<file path="src/rtl/vga_capture_if.sv">
// Pixel-receive / capture-write bundle for vga_capture.
// master: the capture block (samples pixels, drives the write stream).
// slave : the environment (drives pixels, sinks the write stream).
interface vga_capture_if #(
   parameter int unsigned AW = 14
);
   logic          vga_hsync;
   logic          vga_vsync;
   logic          vga_blank_n;
   logic [7:0]    vga_r;
   logic [7:0]    vga_g;
   logic [7:0]    vga_b;
   logic          wr_en;
   logic [AW-1:0] wr_addr;
   logic [23:0]   wr_data;

   modport master (
      input  vga_hsync, vga_vsync, vga_blank_n, vga_r, vga_g, vga_b,
      output wr_en, wr_addr, wr_data
   );

   modport slave (
      output vga_hsync, vga_vsync, vga_blank_n, vga_r, vga_g, vga_b,
      input  wr_en, wr_addr, wr_data
   );
endinterface

</file>
<file path="src/rtl/vga_capture.sv">
// vga_capture: recovers pixel coordinates from a blank/vsync pixel stream and
// writes one WIN_W x WIN_H window of one frame as a linear write stream.
// Optional feature macro: VGA_CAPTURE_CONTINUOUS_EN (capture every frame
// after the first arm instead of single-shot).
module vga_capture #(
   parameter int unsigned H_SIZE = 640,
   parameter int unsigned V_SIZE = 480,
   parameter int unsigned WIN_W  = 100,
   parameter int unsigned WIN_H  = 100,
   parameter int unsigned WIN_X  = (H_SIZE - WIN_W) / 2,
   parameter int unsigned WIN_Y  = (V_SIZE - WIN_H) / 2,
   parameter int unsigned AW     = $clog2(WIN_W) + $clog2(WIN_H)
) (
   input  logic           clk,
   input  logic           rst,
   vga_capture_if.master  bus,
   input  logic           arm,
   output logic           busy,
   output logic           done,
   output logic           err
);
   localparam int unsigned XW    = $clog2(H_SIZE);
   localparam int unsigned YW    = $clog2(V_SIZE);
   localparam int unsigned X_END = WIN_X + WIN_W;
   localparam int unsigned Y_END = WIN_Y + WIN_H;
   localparam logic [XW-1:0] X_MAX     = XW'(H_SIZE - 1);
   localparam logic [YW-1:0] Y_MAX     = YW'(V_SIZE - 1);
   localparam logic [AW-1:0] LAST_ADDR = AW'(WIN_W * WIN_H - 1);

   typedef enum logic [1:0] {IDLE, WAIT_FRAME, CAPTURE, DONE} state_e;

   state_e        state_q, state_d;
   logic          s1_vsync_q, s1_vsync_d, s1_blank_q, s1_blank_d;
   logic          s2_vsync_q, s2_vsync_d, s2_blank_q, s2_blank_d;
   logic          s1_arm_q, s1_arm_d;
   logic [23:0]   s1_rgb_q, s1_rgb_d;
   logic [XW-1:0] x_q, x_d;
   logic [YW-1:0] y_q, y_d;
   logic [AW-1:0] ptr_q, ptr_d;
   logic          wr_en_q, wr_en_d;
   logic [AW-1:0] wr_addr_q, wr_addr_d;
   logic [23:0]   wr_data_q, wr_data_d;
   logic          busy_q, busy_d, done_q, done_d, err_q, err_d;
   logic          vs_fall, blank_fall, in_win, last_wr;
   logic          unused_hsync;

   // hsync carries nothing beyond what blank_n already gives for coordinates
   assign unused_hsync = bus.vga_hsync;

   assign vs_fall    = s2_vsync_q & ~s1_vsync_q;
   assign blank_fall = s2_blank_q & ~s1_blank_q;
   assign in_win     = s1_blank_q
                     && (32'(x_q) >= WIN_X) && (32'(x_q) < X_END)
                     && (32'(y_q) >= WIN_Y) && (32'(y_q) < Y_END);
   assign last_wr    = in_win && (ptr_q == LAST_ADDR);

   // Input stage, edge-detect copies and saturating coordinate counters
   always_comb begin
      s1_vsync_d = bus.vga_vsync;
      s1_blank_d = bus.vga_blank_n;
      s1_rgb_d   = {bus.vga_r, bus.vga_g, bus.vga_b};
      s1_arm_d   = arm;
      s2_vsync_d = s1_vsync_q;
      s2_blank_d = s1_blank_q;
      x_d = x_q;
      y_d = y_q;
      if (blank_fall)                   x_d = '0;
      else if (s1_blank_q && x_q != X_MAX) x_d = x_q + 1'b1;
      if (vs_fall)                      y_d = '0;
      else if (blank_fall && y_q != Y_MAX) y_d = y_q + 1'b1;
   end

   // Datapath registers
   always_ff @(posedge clk or negedge rst) begin
      if (!rst) begin
         s1_vsync_q <= 1'b1;
         s1_blank_q <= 1'b0;
         s2_vsync_q <= 1'b1;
         s2_blank_q <= 1'b0;
         s1_arm_q   <= 1'b0;
         s1_rgb_q   <= '0;
         x_q        <= '0;
         y_q        <= '0;
      end else begin
         s1_vsync_q <= s1_vsync_d;
         s1_blank_q <= s1_blank_d;
         s2_vsync_q <= s2_vsync_d;
         s2_blank_q <= s2_blank_d;
         s1_arm_q   <= s1_arm_d;
         s1_rgb_q   <= s1_rgb_d;
         x_q        <= x_d;
         y_q        <= y_d;
      end
   end

   // FSM state register
   always_ff @(posedge clk or negedge rst) begin
      if (!rst) state_q <= IDLE;
      else      state_q <= state_d;
   end

   // FSM next-state logic
   always_comb begin
      state_d = state_q;
      case (state_q)
         IDLE:       if (s1_arm_q) state_d = WAIT_FRAME;
         WAIT_FRAME: if (vs_fall)  state_d = CAPTURE;
         CAPTURE: begin
            if (last_wr) state_d = DONE;
`ifdef VGA_CAPTURE_CONTINUOUS_EN
            else if (vs_fall) state_d = CAPTURE;
`else
            else if (vs_fall) state_d = IDLE;
`endif
         end
`ifdef VGA_CAPTURE_CONTINUOUS_EN
         DONE:       state_d = WAIT_FRAME;
`else
         DONE:       state_d = IDLE;
`endif
         default:    state_d = IDLE;
      endcase
   end

   // FSM outputs: write stream, address pointer and status flags
   always_comb begin
      wr_en_d   = 1'b0;
      wr_addr_d = wr_addr_q;
      wr_data_d = wr_data_q;
      ptr_d     = ptr_q;
      busy_d    = busy_q;
      done_d    = 1'b0;
      err_d     = err_q;
      case (state_q)
         IDLE: begin
            if (s1_arm_q) begin
               busy_d = 1'b1;
               err_d  = 1'b0;
            end
         end
         WAIT_FRAME: begin
            busy_d = 1'b1;
            if (vs_fall) begin
               ptr_d     = '0;
               wr_addr_d = '0;
            end
         end
         CAPTURE: begin
            if (in_win) begin
               wr_en_d   = 1'b1;
               wr_addr_d = ptr_q;
               wr_data_d = s1_rgb_q;
               ptr_d     = ptr_q + 1'b1;
            end else if (vs_fall) begin
               err_d = 1'b1;
`ifdef VGA_CAPTURE_CONTINUOUS_EN
               // the cutting vsync is also the start of the next frame
               ptr_d     = '0;
               wr_addr_d = '0;
`else
               busy_d = 1'b0;
`endif
            end
         end
         DONE: begin
            done_d = 1'b1;
`ifdef VGA_CAPTURE_CONTINUOUS_EN
            busy_d = 1'b1;
`else
            busy_d = 1'b0;
`endif
         end
         default: ;
      endcase
   end

   // Output registers
   always_ff @(posedge clk or negedge rst) begin
      if (!rst) begin
         ptr_q     <= '0;
         wr_en_q   <= 1'b0;
         wr_addr_q <= '0;
         wr_data_q <= '0;
         busy_q    <= 1'b0;
         done_q    <= 1'b0;
         err_q     <= 1'b0;
      end else begin
         ptr_q     <= ptr_d;
         wr_en_q   <= wr_en_d;
         wr_addr_q <= wr_addr_d;
         wr_data_q <= wr_data_d;
         busy_q    <= busy_d;
         done_q    <= done_d;
         err_q     <= err_d;
      end
   end

   assign bus.wr_en   = wr_en_q;
   assign bus.wr_addr = wr_addr_q;
   assign bus.wr_data = wr_data_q;
   assign busy        = busy_q;
   assign done        = done_q;
   assign err         = err_q;
endmodule

</file>
<file path="src/flat_wrapper.sv">
// flat-port wrapper written by rule: the top's interface ports become plain ports
module vga_capture_flat 
#(
   parameter int unsigned H_SIZE = 640,
   parameter int unsigned V_SIZE = 480,
   parameter int unsigned WIN_W  = 100,
   parameter int unsigned WIN_H  = 100,
   parameter int unsigned WIN_X  = (H_SIZE - WIN_W) / 2,
   parameter int unsigned WIN_Y  = (V_SIZE - WIN_H) / 2,
   parameter int unsigned AW     = $clog2(WIN_W) + $clog2(WIN_H)
)
  (clk, rst, arm, busy, done, err, bus_vga_hsync, bus_vga_vsync, bus_vga_blank_n, bus_vga_r, bus_vga_g, bus_vga_b, bus_wr_en, bus_wr_addr, bus_wr_data);
  vga_capture_if #(.AW(AW)) bus_i ();
  input  logic clk;
  input  logic rst;
  input  logic arm;
  output logic busy;
  output logic done;
  output logic err;
  input wire logic [$bits(bus_i.vga_hsync)-1:0] bus_vga_hsync;
  input wire logic [$bits(bus_i.vga_vsync)-1:0] bus_vga_vsync;
  input wire logic [$bits(bus_i.vga_blank_n)-1:0] bus_vga_blank_n;
  input wire logic [$bits(bus_i.vga_r)-1:0] bus_vga_r;
  input wire logic [$bits(bus_i.vga_g)-1:0] bus_vga_g;
  input wire logic [$bits(bus_i.vga_b)-1:0] bus_vga_b;
  output wire logic [$bits(bus_i.wr_en)-1:0] bus_wr_en;
  output wire logic [$bits(bus_i.wr_addr)-1:0] bus_wr_addr;
  output wire logic [$bits(bus_i.wr_data)-1:0] bus_wr_data;
  assign bus_i.vga_hsync = bus_vga_hsync;
  assign bus_i.vga_vsync = bus_vga_vsync;
  assign bus_i.vga_blank_n = bus_vga_blank_n;
  assign bus_i.vga_r = bus_vga_r;
  assign bus_i.vga_g = bus_vga_g;
  assign bus_i.vga_b = bus_vga_b;
  assign bus_wr_en = bus_i.wr_en;
  assign bus_wr_addr = bus_i.wr_addr;
  assign bus_wr_data = bus_i.wr_data;
  vga_capture #(.H_SIZE(H_SIZE), .V_SIZE(V_SIZE), .WIN_W(WIN_W), .WIN_H(WIN_H), .WIN_X(WIN_X), .WIN_Y(WIN_Y), .AW(AW)) u_core (.clk(clk), .rst(rst), .bus(bus_i), .arm(arm), .busy(busy), .done(done), .err(err));
endmodule
</file>
<file path="config.mk">
export PLATFORM = sky130hd
export DESIGN_NAME = vga_capture_flat
export DESIGN_NICKNAME = d
export VERILOG_FILES = /design/src/rtl/vga_capture_if.sv /design/src/rtl/vga_capture.sv /design/src/flat_wrapper.sv
export SDC_FILE = /design/constraint.sdc
export NUM_CORES = 1
export LEC_CHECK = 0
export BUFFER_PORTS_ARGS = -buffer_cell sky130_fd_sc_hd__buf_4
export CAP_MARGIN = 10
export CORE_MARGIN = 2
export CORE_UTILIZATION = 55
export CTS_BUF_LIST = sky130_fd_sc_hd__clkbuf_8 sky130_fd_sc_hd__clkbuf_16
export DETAILED_ROUTE_END_ITERATION = 16
export PLACE_DENSITY = 0.75
export SLEW_MARGIN = 20
export SYNTH_ARGS = -nofsm -noshare
export SYNTH_HDL_FRONTEND = slang
export SYNTH_SLANG_ARGS = --single-unit
export TNS_END_PERCENT = 5
</file>
<file path="constraint.sdc">
create_clock -name clk -period 2.3 [get_ports clk]
set_input_delay 0.345 -clock clk [delete_from_list [all_inputs] [get_ports clk]]
set_output_delay 0.345 -clock clk [all_outputs]
set_load 0.05 [all_outputs]
</file>
==> results.py <==
metrics = {
    "power": {
        "leakage_nw": 2.53,
        "peakVddDrop_v": 0.000509,
        "power_density_nw_per_um2": 695,
    },
    "clocking": {
        "cts_tree": "built",
        "path_clk_slew_ns": 0.11,
        "cts.sinks": 106,
        "ctsRootBufferMaster": "clkbuf_8",
        "clock_latency_ns": 0.36,
        "clockBufferDepth": 2,
        "h-tree-depth": 3,
        "ctsResizeCount": 0,
        "postCtsSetupRepairBufs": 0,
        "cts_buffers": 9,
    },
    "synthesis": {
        "ys.flop_type": "dfrtp_1",
        "yosys-top-cells-area": "dfrtp_1 (61%), nand2_1 (10%), nand3_1 (4.1%)",
        "synth-edff-count": 0,
        "ys_seq_elements": 106,
        "yosysSeqAreaShare_pct": 62.6,
        "synth_top_area_share_pct": 61.4,
        "syn_nets": 448,
        "yosysWarningCount": 0,
        "ys_top_cells_by_count": "nand2_1 (116), dfrtp_1 (104), nand3_1 (35)",
        "synth_top_cell_by_area": "dfrtp_1",
        "synth_area_per_cell_um2": 10.2,
        "syn-instance-count": 415,
        "async_flop_share_pct": 100,
        "yosysMostFrequentCell": "nand2_1",
        "ys_types": 44,
        "synthesis.area_um2": 4240,
    },
    "timing": {
        "slew_viol_final": 0,
        "finalCriticalPeriod_ns": 2.13,
        "fin_setup_tns_ns": 0,
        "post-route-period-util_pct": 92.7,
        "clock-skew-final_ns": 0.0104,
        "tightest_slew_ns": 0.631,
        "rsz0062_at_grt": "false",
        "final-hold-violation-count": 0,
        "maxSlewHeadroom_pct": 57.8,
        "setup_viol": 0,
        "max_clock_freq_mhz": 469,
    },
    "global_routing": {
        "grt_pass1_wl_um": 15000,
        "grt_max_degree": 44,
        "grtUsageMet1_pct": 31.1,
        "antenna_found_initial": 0,
        "grt-ovfl-total": 0,
        "grt_pass1_vias": 3271,
        "gr-usage-met2_pct": 34.3,
        "grtUsageTotal_pct": 22.1,
        "grtUsageMet3_pct": 6.33,
        "gr-max-usage-layer": "met2",
    },
    "worst_setup_path": {
        "required_ns": 2.59,
        "crit_type": "reg -> reg",
        "r2r_start": "u_core.y_q[3]$_DFFE_PN0P_",
        "cp_max_fo": 20,
        "endpoint_kind": "register",
        "arrival_ns": 2.43,
        "r2r-end": "u_core.ptr_q[3]$_DFFE_PN0P_",
        "r2r_cells": 6,
        "reg2reg_slack_ns": 0.17,
        "startpoint_type": "register",
    },
    "cells_and_area": {
        "seqCellArea_um2": 2660,
        "drive_gt1_share_pct": 20.4,
        "fin_util_pct": 67.6,
        "nets": 522,
        "areaGrowthSynthToFinish_pct": 21.3,
        "multi_input_comb_area_um2": 1490,
        "antenna_cells": 0,
        "fillers": 611,
    },
    "min_path": {
        "hold_start": "bus_vga_blank_n",
        "hold_depth": 1,
        "hold_class": "in -> reg",
        "holdPathEnd": "u_core.s1_blank_q$_DFF_PN0_",
    },
    "placement": {
        "hpwl_um": 5890,
        "io_buffers": 70,
        "place_congestion": 0.843,
    },
    "floorplanning": {
        "initial_core_util_pct": 55.7,
        "core-area_um2": 7610,
        "die_height_um": 91.8,
        "die_x_um": 91.8,
        "die_area_um2": 8430,
        "ios": 72,
        "rows": 32,
    },
    "routing": {
        "vias": 3196,
        "drc": 0,
        "wl_per_cell_um": 14.5,
        "antenna_left": 0,
        "wirelength_um": 8640,
        "drt_iter0_drc": 235,
        "dr.pass1.iters": 4,
        "vias_per_cell": 5.36,
    },
    "outcome": {
        "outcome": "completed",
    },
    "run": {
        "drv_cap": 0,
    },
}
metal layers:
layer	vias up	routed length, µm
met3	8	518
met1	1564	3970
met4	0	69
met5	-	0
met2	72	4080
li1	1552	-
critical path, stage by stage, from the launching register on:
cell	delay [ns]
dfrtp_1	0.45
o41ai_1	0.34
and4b_1	0.31
o211ai_4	0.22
buf_4	0.25
or3_1	0.34
a21oi_1	0.14
flip-flops by register name, indices dropped and copies added (netlist names):
name                count
u_core.done             1
u_core.s2_vsync_q       1
u_core.bus.wr_data     24
u_core.x_q             10
u_core.bus.wr_en        1
u_core.s1_vsync_q       1
u_core.s2_blank_q       1
u_core.s1_rgb_q        24
u_core.s1_arm_q         1
u_core.busy             1
u_core.y_q              9
u_core.state_q          2
u_core.ptr_q           14
u_core.err              1
u_core.bus.wr_addr     14
u_core.s1_blank_q       1
what timing repair did:
| item | 4_1_cts | 5_1_grt |
|---|---|---|
| endpoints found under the setup margin | 0 | 0 |
| hold buffers | 1 | 0 |
| endpoints found under the hold margin | 39 | 0 |
worst max-delay path by stage:
| stage | endpoint | from |
|---|---|---|
| after global routing | u_core.ptr_q[7]$_DFFE_PN0P_ | u_core.y_q[3]$_DFFE_PN0P_ |
| final | u_core.ptr_q[3]$_DFFE_PN0P_ | u_core.y_q[3]$_DFFE_PN0P_ |
| after CTS | u_core.ptr_q[3]$_DFFE_PN0P_ | u_core.y_q[3]$_DFFE_PN0P_ |
| after detailed placement | u_core.ptr_q[3]$_DFFE_PN0P_ | u_core.y_q[3]$_DFFE_PN0P_ |
| after floorplan | u_core.ptr_q[10]$_DFFE_PN0P_ | u_core.y_q[4]$_DFFE_PN0P_ |
| after global placement | u_core.ptr_q[3]$_DFFE_PN0P_ | u_core.y_q[2]$_DFFE_PN0P_ |
layout make-up:
cell class | count | share of cell area [%]
sequential | 106 | 51.6
multi-input combinational | 283 | 28.9
timing repair buffer | 81 | 12.1
tap | 102 | 2.48
clock buffer | 9 | 2.41
clock inverter | 7 | 1.90
inverter | 8 | 0.584
cells by family after synthesis:
| group | Yosys count | share of synthesized area, % |
|---|---|---|
| AO/OA/AOI/OAI | 47 | 7.14 |
| flip-flops | 106 | 62.6 |
| multiplexers | 5 | 1.18 |
| AND/OR/NAND/NOR | 218 | 23.6 |
| XOR/XNOR | 10 | 2.07 |
| adder cells (fa/ha/maj) | 3 | 0.886 |
| buffers and inverters | 26 | 2.54 |
cells in the final DEF (no fill, tap or decap), drive strengths merged, types with 3 or more instances in the layout:
| master | Yosys | final |
|---|---|---|
| nand3 | 35 | 35 |
| clkinv | 0 | 3 |
| dfrtp | 104 | 104 |
| nor4 | 3 | 3 |
| nor2 | 20 | 20 |
| clkbuf | 12 | 9 |
| o211ai | 3 | 3 |
| a21oi | 15 | 15 |
| or4 | 6 | 6 |
| nor2b | 4 | 4 |
| inv | 8 | 11 |
| mux2i | 5 | 5 |
| nand4 | 5 | 5 |
| ha | 3 | 3 |
| o31ai | 7 | 7 |
| xnor2 | 9 | 9 |
| nor3 | 7 | 7 |
| a31oi | 3 | 3 |
| buf | 6 | 80 |
| nand2b | 4 | 4 |
| nand2 | 116 | 116 |
| o21ai | 12 | 12 |
| or3 | 7 | 7 |
metrics by stage:
stage	total power, mW	hold slack, ns	cells	cell area (µm²)	setup WS, ns
floorplan	2.23	0.0494	415	4240	0.408
global placement	2.37	0.357	579	4910	0.194
detailed placement	2.39	0.361	579	4910	0.180
CTS	3.61	0.0634	596	5140	0.158
global route	3.72	0.0476	596	5140	0.0170
finish	3.57	0.0759	596	5140	0.168
power breakdown:
| part | internal, mW | leakage, nW | switching [mW] |
|---|---|---|---|
| Combinational | 0.127 | 1.02 | 0.199 |
| Sequential | 1.94 | 1.40 | 0.0838 |
| Clock | 0.536 | 0.110 | 0.688 |
| Total | 2.60 | 2.53 | 0.971 |
(Power assumes the default switching activity.)
